[config.mk]
export PLATFORM = sky130hd
export DESIGN_NAME = pingpong_unpacker_flat
export DESIGN_NICKNAME = d
export VERILOG_FILES = /design/src/rtl/pingpong_unpacker_pkg.sv /design/src/rtl/pingpong_unpacker_if.sv /design/src/rtl/pingpong_unpacker_bank_ctrl.sv /design/src/rtl/pingpong_unpacker.sv /design/src/flat_wrapper.sv
export SDC_FILE = /design/constraint.sdc
export NUM_CORES = 1
export LEC_CHECK = 0
export ABC_AREA = 1
export CAP_MARGIN = 10
export CORE_UTILIZATION = 55
export CTS_CLUSTER_DIAMETER = 40
export DETAILED_ROUTE_END_ITERATION = 10
export GPL_TIMING_DRIVEN = 0
export PLACE_DENSITY = 0.74
export SYNTH_ARGS = -nofsm -noshare
export SYNTH_HDL_FRONTEND = slang
export SYNTH_SLANG_ARGS = --single-unit
[constraint.sdc]
create_clock -name clk -period 8.3 [get_ports clk]
set_clock_uncertainty 0.2 [all_clocks]
set_input_delay 1.245 -clock clk [delete_from_list [all_inputs] [get_ports clk]]
set_output_delay 1.245 -clock clk [all_outputs]
set_load 0.05 [all_outputs]
[src/rtl/pingpong_unpacker_pkg.sv]
// Shared types and sizing helpers for the output ping-pong unpacker.
// Bank state encoding follows the ping-pong flag convention: bit0 = holds unread data.
package pingpong_unpacker_pkg;

    localparam int unsigned BUS_W = 32;

    typedef enum logic [1:0] {
        BANK_EMPTY    = 2'b00,
        BANK_FULL     = 2'b01,
        BANK_FILLING  = 2'b10,
        BANK_DRAINING = 2'b11
    } bank_state_e;

    // Elements packed into one bus word.
    function automatic int unsigned calc_epw(input int unsigned dwidth);
        return BUS_W / dwidth;
    endfunction

    // Bus words needed to drain one bank.
    function automatic int unsigned calc_wpb(input int unsigned dwidth,
                                             input int unsigned awidth_r,
                                             input int unsigned awidth_w);
        return ((32'd1 << awidth_r) * (32'd1 << awidth_w)) / calc_epw(dwidth);
    endfunction

endpackage

[src/rtl/pingpong_unpacker_if.sv]
// Row-write / word-read handshake bundle between the array, the unpacker and the bus side.
interface pingpong_unpacker_if #(
    parameter int unsigned DWIDTH   = 8,
    parameter int unsigned AWIDTH_r = 2
);
    localparam int unsigned LANES = 2 ** AWIDTH_r;

    logic                      wr_acq;
    logic                      wr_rdy;
    logic [LANES*DWIDTH-1:0]   wr_data;
    logic                      rd_acq;
    logic                      rd_rdy;
    logic [31:0]               rd_data;
    logic                      rd_valid;
    logic [1:0]                bank_full;

    modport master (
        output wr_acq, wr_data, rd_acq,
        input  wr_rdy, rd_rdy, rd_data, rd_valid, bank_full
    );

    modport slave (
        input  wr_acq, wr_data, rd_acq,
        output wr_rdy, rd_rdy, rd_data, rd_valid, bank_full
    );
endinterface

[src/rtl/pingpong_unpacker_bank_ctrl.sv]
// Per-bank life cycle: EMPTY -> FILLING -> FULL -> DRAINING -> EMPTY.
module pingpong_bank_ctrl
    import pingpong_unpacker_pkg::*;
(
    input  logic clk,
    input  logic rst,
    input  logic i_fill_beat,
    input  logic i_fill_done,
    input  logic i_drain_start,
    input  logic i_drain_done,
    output logic o_writable_c,
    output logic o_readable_c
);

    bank_state_e r_state;
    bank_state_e w_next;

    always_ff @(posedge clk) begin
        if (rst) r_state <= BANK_EMPTY;
        else     r_state <= w_next;
    end

    // Single-beat banks may jump straight past the intermediate states.
    always_comb begin
        w_next = r_state;
        case (r_state)
            BANK_EMPTY: begin
                if (i_fill_done)      w_next = BANK_FULL;
                else if (i_fill_beat) w_next = BANK_FILLING;
            end
            BANK_FILLING: begin
                if (i_fill_done) w_next = BANK_FULL;
            end
            BANK_FULL: begin
                if (i_drain_done)       w_next = BANK_EMPTY;
                else if (i_drain_start) w_next = BANK_DRAINING;
            end
            BANK_DRAINING: begin
                if (i_drain_done) w_next = BANK_EMPTY;
            end
            default: w_next = BANK_EMPTY;
        endcase
    end

    always_comb begin
        o_writable_c = 1'b0;
        o_readable_c = 1'b0;
        case (r_state)
            BANK_EMPTY, BANK_FILLING:  o_writable_c = 1'b1;
            BANK_FULL, BANK_DRAINING:  o_readable_c = 1'b1;
            default: ;
        endcase
    end

endmodule

[src/rtl/pingpong_unpacker.sv]
// Output ping-pong buffer: rows from the PE array are stored column-wise and
// drained as 32-bit words in linear element order, lowest element in the MSBs.
module pingpong_unpacker
    import pingpong_unpacker_pkg::*;
#(
    parameter int unsigned DWIDTH   = 8,
    parameter int unsigned AWIDTH_r = 2,
    parameter int unsigned AWIDTH_w = 2
) (
    input  logic                  clk,
    input  logic                  rst,
    pingpong_unpacker_if.slave    bus
);

    localparam int unsigned LANES     = 2 ** AWIDTH_r;
    localparam int unsigned ROWS      = 2 ** AWIDTH_w;
    localparam int unsigned NELEM     = LANES * ROWS;
    localparam int unsigned EPW       = calc_epw(DWIDTH);
    localparam int unsigned WPB       = calc_wpb(DWIDTH, AWIDTH_r, AWIDTH_w);
    localparam int unsigned EIDX_W    = AWIDTH_r + AWIDTH_w;
    localparam int unsigned WCNT_W    = (WPB > 1) ? $clog2(WPB) : 1;
    localparam int unsigned LAST_ROW  = ROWS - 1;
    localparam int unsigned LAST_WORD = WPB - 1;

    logic                   r_wr_sel;
    logic                   r_rd_sel;
    logic [AWIDTH_w-1:0]    r_row;
    logic [WCNT_W-1:0]      r_word;
    logic [DWIDTH-1:0]      r_mem [2][NELEM];
    logic [BUS_W-1:0]       r_rd_data;
    logic                   r_rd_valid;

    logic [1:0]             w_writable;
    logic [1:0]             w_readable;
    logic                   w_wr_fire;
    logic                   w_rd_fire;
    logic                   w_row_last;
    logic                   w_word_last;
    logic [BUS_W-1:0]       w_word;

    assign bus.wr_rdy    = w_writable[r_wr_sel];
    assign bus.rd_rdy    = w_readable[r_rd_sel];
    assign bus.bank_full = w_readable;
    assign bus.rd_data   = r_rd_data;
    assign bus.rd_valid  = r_rd_valid;

    assign w_wr_fire   = bus.wr_acq & bus.wr_rdy;
    assign w_rd_fire   = bus.rd_acq & bus.rd_rdy;
    assign w_row_last  = (r_row  == AWIDTH_w'(LAST_ROW));
    assign w_word_last = (r_word == WCNT_W'(LAST_WORD));

    for (genvar b = 0; b < 2; b++) begin : g_bank
        pingpong_bank_ctrl u_ctrl (
            .clk           (clk),
            .rst           (rst),
            .i_fill_beat   (w_wr_fire && (r_wr_sel == 1'(b))),
            .i_fill_done   (w_wr_fire && (r_wr_sel == 1'(b)) && w_row_last),
            .i_drain_start (w_rd_fire && (r_rd_sel == 1'(b))),
            .i_drain_done  (w_rd_fire && (r_rd_sel == 1'(b)) && w_word_last),
            .o_writable_c  (w_writable[b]),
            .o_readable_c  (w_readable[b])
        );
    end

    // Row and word counters plus bank pointers; pointers flip on bank completion.
    always_ff @(posedge clk) begin
        if (rst) begin
            r_wr_sel <= 1'b0;
            r_rd_sel <= 1'b0;
            r_row    <= '0;
            r_word   <= '0;
        end else begin
            if (w_wr_fire) begin
                if (w_row_last) begin
                    r_row    <= '0;
                    r_wr_sel <= ~r_wr_sel;
                end else begin
                    r_row <= r_row + 1'b1;
                end
            end
            if (w_rd_fire) begin
                if (w_word_last) begin
                    r_word   <= '0;
                    r_rd_sel <= ~r_rd_sel;
                end else begin
                    r_word <= r_word + 1'b1;
                end
            end
        end
    end

    // Lane i of row r lands at element i*ROWS + r.
    always_ff @(posedge clk) begin
        if (w_wr_fire) begin
            for (int i = 0; i < LANES; i++) begin
                r_mem[r_wr_sel][{AWIDTH_r'(i), r_row}] <= bus.wr_data[i*DWIDTH +: DWIDTH];
            end
        end
    end

    always_comb begin
        w_word = '0;
        for (int k = 0; k < EPW; k++) begin
            w_word[BUS_W-1-k*DWIDTH -: DWIDTH] =
                r_mem[r_rd_sel][EIDX_W'(32'(r_word) * EPW + 32'(k))];
        end
    end

    always_ff @(posedge clk) begin
        if (rst) begin
            r_rd_data  <= '0;
            r_rd_valid <= 1'b0;
        end else begin
            r_rd_valid <= w_rd_fire;
            if (w_rd_fire) r_rd_data <= w_word;
        end
    end

endmodule

[src/flat_wrapper.sv]
// flat-port wrapper written by rule: the top's interface ports become plain ports
module pingpong_unpacker_flat import pingpong_unpacker_pkg::*;
#(
    parameter int unsigned DWIDTH   = 8,
    parameter int unsigned AWIDTH_r = 2,
    parameter int unsigned AWIDTH_w = 2
)
  (clk, rst, bus_wr_acq, bus_wr_data, bus_rd_acq, bus_wr_rdy, bus_rd_rdy, bus_rd_data, bus_rd_valid, bus_bank_full);
  pingpong_unpacker_if #(.DWIDTH(DWIDTH), .AWIDTH_r(AWIDTH_r)) bus_i ();
  input  logic clk;
  input  logic rst;
  input wire logic [$bits(bus_i.wr_acq)-1:0] bus_wr_acq;
  input wire logic [$bits(bus_i.wr_data)-1:0] bus_wr_data;
  input wire logic [$bits(bus_i.rd_acq)-1:0] bus_rd_acq;
  output wire logic [$bits(bus_i.wr_rdy)-1:0] bus_wr_rdy;
  output wire logic [$bits(bus_i.rd_rdy)-1:0] bus_rd_rdy;
  output wire logic [$bits(bus_i.rd_data)-1:0] bus_rd_data;
  output wire logic [$bits(bus_i.rd_valid)-1:0] bus_rd_valid;
  output wire logic [$bits(bus_i.bank_full)-1:0] bus_bank_full;
  assign bus_i.wr_acq = bus_wr_acq;
  assign bus_i.wr_data = bus_wr_data;
  assign bus_i.rd_acq = bus_rd_acq;
  assign bus_wr_rdy = bus_i.wr_rdy;
  assign bus_rd_rdy = bus_i.rd_rdy;
  assign bus_rd_data = bus_i.rd_data;
  assign bus_rd_valid = bus_i.rd_valid;
  assign bus_bank_full = bus_i.bank_full;
  pingpong_unpacker #(.DWIDTH(DWIDTH), .AWIDTH_r(AWIDTH_r), .AWIDTH_w(AWIDTH_w)) u_core (.clk(clk), .rst(rst), .bus(bus_i));
endmodule
==> results_dict.tcl, run 1 <==
set metrics [dict create \
    critPathBufInv 2 \
    final_cell_mix "nand2_1, edfxtp_1, o21ai_1, nor2_1, nand3_1" \
    crit_path_max_fanout 8 \
    final_common_cell "nand2_1" \
    cts_root_buffer "clkbuf_16" \
    cts_buffers 38 \
    path_cells "buf_4, nand2_2, o21ai_4, clkdlybuf4s50_1" \
    drtIter0Drc 1465 \
    nFillCells 1699 \
    multi_input_area_um2 3760 \
    fin_area_um2 15600 \
    status "completed" \
    grt_first_pass_wirelength_um 56700 \
    initial_core_util_pct 56.8 \
    vdd_ir_drop_max_mv 0.224 \
    vias 10065 \
    post_cts_resized 0 \
    r2r_start "u_core.r_wr_sel$_SDFFE_PP0N_" \
    max_freq_mhz 286 \
    fin_setup_tns_ns 0 \
    syn_area_um2 13000 \
    nets 1435 \
    syn2layout_area_growth_pct 20.1 \
    grt_start_max_net_pins 33 \
    die-area_um2 24300 \
    critPathArrivalTime_ns 2.05 \
    syn_area_per_cell_um2 10.2 \
    ys_ff_latch 300 \
    p_leak_nw 6.13 \
    crit_type "register to output port" \
    cts_setup_buffers 0 \
    crit_path_end_kind "output port" \
    rows 55 \
    worst_slew_pin_slew_ns 0.947 \
    grt_pass1_vias 9664 \
    worstSetupStartpoint "u_core.r_wr_sel$_SDFFE_PP0N_" \
    syn_nets 1316 \
    yosysUniqueCellTypes 25 \
    rsz0062_at_grt "no" \
    dr.pass1.iters 6 \
    fin_crit_ns 3.50 \
    slew_violations 0 \
    dieHeight_um 156 \
    hp-class "register to register" \
    wl_per_cell_um 21.9 \
    dp_hpwl_um 24300 \
    grt_usage_pct 32.6 \
    die_w_um 156 \
    finalWirelength_um 38100 \
    start_kind "register" \
    ctsHtreeMaxLevel 2 \
    power_mw 4.45 \
    drive_gt1_share_pct 11.5 \
    cp_slowest_stage_delay_ns 0.83 \
    cp.required_ns 6.86 \
    ff2ff_setup_slack_ns 5.60 \
    slowest_stage "clkdlybuf4s50_1" \
    ys_seq_area_share_pct 65.8 \
    detail_route.vias_per_cell 5.79 \
    hold_violations 0 \
    dpl_cell_area_um2 14400 \
    finalCritPeriodShare_pct 42.2 \
    cp.depth 4 \
    grt-ovfl-total 0 \
    diodes 0 \
    hold_buffers 0 \
    drc 0 \
    clk_latency_ns 0.53 \
    placedCellCount 1667 \
    seqCellArea_um2 8570 \
    setup_violations 0 \
    synthCells 1275 \
    clock_path_buffers 3 \
    antenna_left 0 \
    ios 73 \
    core_area_um2 22900 \
    fin_util_pct 68.3 \
    port_buffers 72 \
    yosysWarnings 0 \
    r2r-end "u_core.r_mem[0][71]$_DFFE_PP_" \
    gp_congestion 0.901 \
    reg2reg_depth 5 \
    cts_tree "done" \
    maxCapViolations 0 \
    clk_pin_slew_ns 0.06 \
    antenna_found_initial 1 \
    crit_family "buffers and inverters" \
    cts.sink_count 300 \
    final_cells 1737 \
    max_slew_margin_pct 36.7 \
    cp-endpoint "bus_wr_rdy" \
    p_per_area_nw_per_um2 284 \
]
-- per-layer routing --
layer / GRT usage (%) / vias up / part of all wire (%)
met4: 19.1 / 0 / 5.4
met5: 0 / - / 0
met2: 49.0 / 640 / 45
met1: 42.2 / 4727 / 37
met3: 9.61 / 141 / 13
li1: - / 4557 / -
-- through the flow --
stage	hold WS (ns)	setup WS, ns
final	0.328	4.80
after global routing	0.351	4.74
after CTS	0.328	4.79
after detailed placement	0.317	4.60
after global placement	0.303	3.04
after floorplan	0.290	4.68
-- cells by family (layout without fill, tap and decap cells) --
| family | after synthesis | count (layout) | share of synthesized area [%] |
|---|---|---|---|
| flip-flops | 300 | 300 | 65.8 |
| adder cells (fa/ha/maj) | 5 | 5 | 0.480 |
| AND/OR/NAND/NOR | 616 | 616 | 19.8 |
| buffers and inverters | 142 | 291 | 5.70 |
| AO/OA/AOI/OAI | 212 | 212 | 8.27 |
-- synth_stat cells --
master / n / area share (%)
a21oi_1: 43 / 1.7
buf_1: 7 / 0.20
buf_2: 31 / 1.2
buf_4: 8 / 0.46
buf_6: 17 / 1.5
clkbuf_1: 13 / 0.37
clkbuf_2: 2 / 0.077
dfxtp_1: 44 / 6.8
edfxtp_1: 256 / 59
ha_1: 5 / 0.48
inv_1: 60 / 1.7
inv_2: 2 / 0.058
inv_6: 2 / 0.13
nand2_1: 370 / 11
nand2_2: 2 / 0.096
nand2_4: 7 / 0.61
nand3_1: 90 / 3.5
nand4_1: 4 / 0.19
nor2_1: 111 / 3.2
o211ai_1: 2 / 0.12
o21ai_0: 61 / 2.3
o21ai_1: 105 / 4.0
o21ai_4: 1 / 0.12
or2_0: 14 / 0.67
or2_2: 18 / 0.86
-- report_power, final --
group,total (mW),internal (mW),switching (mW)
logic,0.925,0.279,0.645
registers,1.85,1.81,0.0419
clock network,1.67,1.03,0.644
-- state kept, by name, indices dropped and copies added, names as in the netlist, named ones only --
signal / count
u_core.r_mem: 256
u_core.bus.rd_data: 32
u_core.g_bank.u_ctrl.r_state: 4
u_core.r_row: 2
u_core.r_word: 2
u_core.bus.rd_valid: 1
u_core.r_rd_sel: 1
u_core.r_wr_sel: 1
-- how the worst min path moves through the flow --
stage	startpoint	to	slack, ns	cells after the start
2_1_floorplan	u_core.r_row[1]$_SDFFE_PP0N_	u_core.r_row[1]$_SDFFE_PP0N_	0.29	2
3_3_place_gp	u_core.bus.rd_data[4]$_SDFFE_PP0N_	u_core.bus.rd_data[4]$_SDFFE_PP0N_	0.30	2
5_1_grt	u_core.bus.rd_data[19]$_SDFFE_PP0N_	u_core.bus.rd_data[19]$_SDFFE_PP0N_	0.35	2
6_report	u_core.bus.rd_data[19]$_SDFFE_PP0N_	u_core.bus.rd_data[19]$_SDFFE_PP0N_	0.33	2
4_1_cts	u_core.bus.rd_data[19]$_SDFFE_PP0N_	u_core.bus.rd_data[19]$_SDFFE_PP0N_	0.33	2
3_5_place_dp	u_core.bus.rd_data[18]$_SDFFE_PP0N_	u_core.bus.rd_data[18]$_SDFFE_PP0N_	0.32	2
-- worst register-to-register path, delay by kind of cell, from the launching register on --
family,cells,cell delay (ns)
buffers and inverters,4,1.41
DFF,1,0.30
and+or+nand+nor,1,0.48
-- area by class of cell --
class | instances | area share [%]
Sequential cell | 300 | 54.8
Multi-Input combinational cell | 833 | 24.0
Timing Repair Buffer | 79 | 5.70
Inverter | 64 | 1.60
Clock buffer | 45 | 6.38
Buffer | 78 | 3.14
Clock inverter | 25 | 1.88
Tap cell | 313 | 2.50
No activity file was read; power rests on OpenSTA's default activity.
==> inputs of run 2 (changes only) <==
--- a/config.mk
+++ b/config.mk
@@ -7,11 +7,11 @@
 export LEC_CHECK = 0
 export ABC_AREA = 1
 export CAP_MARGIN = 10
-export CORE_UTILIZATION = 55
+export CORE_UTILIZATION = 54
 export CTS_CLUSTER_DIAMETER = 40
 export DETAILED_ROUTE_END_ITERATION = 10
 export GPL_TIMING_DRIVEN = 0
-export PLACE_DENSITY = 0.74
+export PLACE_DENSITY = 0.76
 export SYNTH_ARGS = -nofsm -noshare
 export SYNTH_HDL_FRONTEND = slang
 export SYNTH_SLANG_ARGS = --single-unit
==> constraint.sdc (replaced) <==
create_clock -name clk -period 3.2 [get_ports clk]
set_clock_uncertainty 0.2 [all_clocks]
set_input_delay 0.48 -clock clk [delete_from_list [all_inputs] [get_ports clk]]
set_output_delay 0.48 -clock clk [all_outputs]
set_load 0.05 [all_outputs]
==> results_dict.tcl, run 2 (synthesis gave the netlist of run 1 again) <==
set metrics [dict create \
    hp-class "register to register" \
    nets 1432 \
    core_area_um2 23500 \
    worst_slew_pin_slew_ns 1.01 \
    clk_latency_ns 0.53 \
    dp_hpwl_um 24500 \
    rows 56 \
    grt-ovfl-total 0 \
    gp_congestion 0.890 \
    critPathArrivalTime_ns 2.81 \
    cp-endpoint "u_core.r_mem[0][38]$_DFFE_PP_" \
    clk_pin_slew_ns 0.05 \
    antenna_found_initial 0 \
    cp.depth 5 \
    setup_violations 0 \
    fin_crit_ns 2.78 \
    crit_path_max_fanout 19 \
    grt_start_max_net_pins 33 \
    fin_setup_tns_ns 0 \
    die_w_um 157 \
    hold_buffers 0 \
    clock_path_buffers 3 \
    cp.required_ns 3.22 \
    crit_type "register to register" \
    dr.pass1.iters 7 \
    rsz0062_at_grt "no" \
    diodes 0 \
    dieHeight_um 157 \
    worst_slack_ns 0.417 \
    detail_route.vias_per_cell 5.97 \
    dpl_cell_area_um2 14300 \
    cts.sink_count 300 \
    port_buffers 72 \
    wl_per_cell_um 22.8 \
    cts_tree "done" \
    ff2ff_setup_slack_ns 0.42 \
    final_common_cell "nand2_1" \
    crit_path_end_kind "register" \
    worstSetupStartpoint "u_core.r_wr_sel$_SDFFE_PP0N_" \
    place_ws_ns 0.225 \
    finalWirelength_um 39600 \
    cts_buffers 38 \
    crit_family "buffers and inverters" \
    cp_slowest_stage_delay_ns 0.76 \
    finalCritPeriodShare_pct 87.0 \
    max_freq_mhz 359 \
    cts_root_buffer "clkbuf_16" \
    critPathMostFrequentCell "inv_1" \
    worst_hold_path.num_cells 2 \
    top_register "u_core.r_mem" \
    fin_util_pct 66.2 \
    initial_core_util_pct 55.3 \
    grt_pass1_vias 9854 \
    final_cell_mix "nand2_1, edfxtp_1, o21ai_1, nor2_1, nand3_1" \
    vdd_ir_drop_max_mv 0.691 \
    drc 0 \
    grt_first_pass_wirelength_um 57900 \
    ctsHtreeMaxLevel 2 \
    antenna_left 0 \
    maxCapViolations 0 \
    p_leak_nw 6.11 \
    slowest_stage "inv_1" \
    slew_violations 0 \
    post_cts_resized 0 \
    r2r_start "u_core.r_wr_sel$_SDFFE_PP0N_" \
    syn2layout_area_growth_pct 19.6 \
    drive_gt1_share_pct 11.3 \
    reg2reg_depth 5 \
    p_per_area_nw_per_um2 748 \
    r2r-end "u_core.r_mem[0][38]$_DFFE_PP_" \
    fin_area_um2 15600 \
    hold_violations 0 \
    start_kind "register" \
    largest_reg_flops 256 \
    drtIter0Drc 1246 \
    path_cells "buf_4, inv_1, nand4_1, inv_1, buf_8" \
    max_slew_margin_pct 32.2 \
    ios 73 \
    critPathBufInv 4 \
    grt_usage_pct 33.0 \
    vias 10371 \
    status "completed" \
    die-area_um2 24700 \
    cts_setup_buffers 0 \
]
## run 2: power by group
group | switching [mW] | leakage, nW | total, mW | internal [mW]
clock network | 1.67 | 0.637 | 4.41 | 2.74
registers | 0.119 | 2.68 | 4.82 | 4.70
logic | 1.71 | 2.79 | 2.43 | 0.712
total | 3.50 | 6.11 | 11.6 | 8.15
## run 2: layout make-up
| class | instances | area, um^2 |
|---|---|---|
| Tap cell | 319 | 399 |
| Multi-Input combinational cell | 833 | 3760 |
| Inverter | 64 | 250 |
| Timing Repair Buffer | 76 | 803 |
| Fill cell | 1799 | 7970 |
| Clock inverter | 24 | 267 |
| Sequential cell | 300 | 8570 |
| Clock buffer | 44 | 1040 |
| Buffer | 78 | 492 |
## run 2: worst min-delay path, cell delays in order, from the launching register on
cell     delay, ns
dfxtp_1       0.31
o21ai_1       0.12
a21oi_1       0.05
## run 2: layer usage
| layer | share of wire (%) | routed length [um] | global-route usage [%] | vias to the layer above |
|---|---|---|---|---|
| met5 | 0 | 0 | 0 | - |
| met4 | 7.2 | 2850 | 20.6 | 0 |
| met3 | 14 | 5470 | 7.52 | 184 |
| met2 | 44 | 17400 | 50.3 | 815 |
| met1 | 35 | 13800 | 43.1 | 4811 |
| li1 | - | - | - | 4561 |
## run 2: metrics by stage
step                      power (mW)  instances  hold WS [ns]
after floorplan                 6.38       1275         0.290
after global placement          7.14       1666         0.306
after detailed placement        7.24       1670         0.314
after CTS                       11.6       1738         0.323
after global routing            12.0       1738         0.329
final                           11.7       1738         0.326
## run 2: worst min path at each step
stage                                        startpoint                             endpoint  slack, ns
floorplan                  u_core.r_row[1]$_SDFFE_PP0N_         u_core.r_row[1]$_SDFFE_PP0N_       0.29
global placement           u_core.r_row[1]$_SDFFE_PP0N_         u_core.r_row[1]$_SDFFE_PP0N_       0.31
detailed placement  u_core.bus.rd_data[18]$_SDFFE_PP0N_  u_core.bus.rd_data[18]$_SDFFE_PP0N_       0.31
CTS                 u_core.bus.rd_data[18]$_SDFFE_PP0N_  u_core.bus.rd_data[18]$_SDFFE_PP0N_       0.32
global route        u_core.bus.rd_data[18]$_SDFFE_PP0N_  u_core.bus.rd_data[18]$_SDFFE_PP0N_       0.33
finish              u_core.bus.rd_data[18]$_SDFFE_PP0N_  u_core.bus.rd_data[18]$_SDFFE_PP0N_       0.33
==> inputs of run 3 (changes only) <==
--- a/config.mk
+++ b/config.mk
@@ -7,11 +7,13 @@
 export LEC_CHECK = 0
 export ABC_AREA = 1
 export CAP_MARGIN = 10
+export CORE_ASPECT_RATIO = 1.75
 export CORE_UTILIZATION = 54
 export CTS_CLUSTER_DIAMETER = 40
 export DETAILED_ROUTE_END_ITERATION = 10
 export GPL_TIMING_DRIVEN = 0
 export PLACE_DENSITY = 0.76
+export SLEW_MARGIN = 20
 export SYNTH_ARGS = -nofsm -noshare
 export SYNTH_HDL_FRONTEND = slang
 export SYNTH_SLANG_ARGS = --single-unit
==> results_dict.tcl, run 3 (synthesis gave the netlist of run 1 again) <==
set metrics [dict create \
    status "completed" \
    dp_hpwl_um 25600 \
    antenna_found_initial 0 \
    cts_root_buffer "clkbuf_16" \
    maxCapViolations 0 \
    hp-class "register to register" \
    met3_usage_pct 4.34 \
    critPathArrivalTime_ns 2.10 \
    post_cts_resized 0 \
    max_freq_mhz 360 \
    drive_gt1_share_pct 10.5 \
    nets 1423 \
    worst_slew_pin_slew_ns 0.852 \
    clk_latency_ns 0.54 \
    cts_tree "done" \
    port_buffers 72 \
    largest_reg_flops 256 \
    crit_path_end_kind "output port" \
    final_cell_mix "nand2_1, edfxtp_1, o21ai_1, nor2_1, nand3_1" \
    rows 74 \
    start_kind "register" \
    hold_buffers 0 \
    power_mw 10.6 \
    fin_area_um2 15200 \
    place_ws_ns 0.433 \
    dr.pass1.iters 6 \
    grt-ovfl-total 0 \
    cts_setup_buffers 0 \
    die-area_um2 24800 \
    finalWirelength_um 38200 \
    rsz0062_at_grt "no" \
    p_per_area_nw_per_um2 694 \
    vias 9906 \
    use_met1_pct 37.5 \
    nFillCells 1843 \
    cts_buffers 27 \
    dieHeight_um 207 \
    initial_core_util_pct 55.4 \
    cts.sink_count 300 \
    holdWs_ns 0.325 \
    finalCritPeriodShare_pct 86.9 \
    crit_type "register to output port" \
    ios 73 \
    core_area_um2 23500 \
    drc 0 \
    hold_violations 0 \
    grt.met2_usage_pct 53.0 \
    ctsHtreeMaxLevel 1 \
    die_w_um 119 \
    grt_start_max_net_pins 33 \
    dpl_cell_area_um2 14300 \
    setup_violations 0 \
    diodes 0 \
    clk_pin_slew_ns 0.07 \
    grt_pass1_vias 9717 \
    vdd_ir_drop_max_mv 0.483 \
    grt_usage_pct 31.6 \
    grt_first_pass_wirelength_um 56800 \
    final_common_cell "nand2_1" \
    drtIter0Drc 1204 \
    worst_slack_ns 0.421 \
    crit_path_max_fanout 10 \
    detail_route.vias_per_cell 5.81 \
    max_slew_margin_pct 43.2 \
    antenna_left 0 \
    fin_util_pct 64.8 \
    top_register "u_core.r_mem" \
    slew_violations 0 \
    grt_busiest_layer "met2" \
    cp.required_ns 2.52 \
    p_leak_nw 5.95 \
    wl_per_cell_um 22.4 \
    fin_crit_ns 2.78 \
    gp_congestion 0.950 \
    clock_path_buffers 3 \
    syn2layout_area_growth_pct 17.0 \
]
## run 3: path summary, 6_finish.rpt
kind / startpoint / endpoint / slack, ns / cells after the start
worst max-delay path: u_core.g_bank[0].u_ctrl.r_state[0]$_SDFFE_PP0P_ / bus_bank_full[0] / 0.42 / 4
worst min-delay path: u_core.bus.rd_data[30]$_SDFFE_PP0N_ / u_core.bus.rd_data[30]$_SDFFE_PP0N_ / 0.32 / 2
worst min register to register: u_core.bus.rd_data[30]$_SDFFE_PP0N_ / u_core.bus.rd_data[30]$_SDFFE_PP0N_ / 0.32 / 2
worst max register to register: u_core.r_wr_sel$_SDFFE_PP0N_ / u_core.r_mem[0][33]$_DFFE_PP_ / 0.71 / 4
## run 3: area by class of cell
type                       count  area, um^2  area share, %
multi-input combinational    833        3760           24.7
buffer                        78         492           3.23
tap                          304         380           2.50
clock buffer                  34         722           4.74
clock inverter                15         190           1.25
inverter                      64         250           1.64
sequential                   300        8570           56.2
timing repair buffer          78         878           5.76
## run 3: routing by layer
metal  share of wire, %  routed length [um]
met3                9.8                3750
met5                  0                   0
met2                 49               18700
met4                7.6                2890
met1                 34               12800
## run 3: worst max-delay path: stages, from the launching register on
cell and delay [ns]:
dfxtp_1 0.42, buf_6 0.17, clkbuf_1 0.09, buf_4 0.09
clkdlybuf4s50_1 0.79
## run 3: through the flow
step	setup TNS, ns	cells
final	0	1706
after global routing	0	1706
after CTS	0	1706
after detailed placement	0	1657
after global placement	-210.04	1651
after floorplan	-10.83	1275
## run 3: power breakdown
| group | switching [mW] | leakage (nW) | internal [mW] |
|---|---|---|---|
| Sequential | 0.119 | 2.68 | 4.69 |
| Combinational | 1.66 | 2.82 | 0.736 |
| Clock | 1.44 | 0.444 | 1.93 |
| Total | 3.22 | 5.95 | 7.36 |
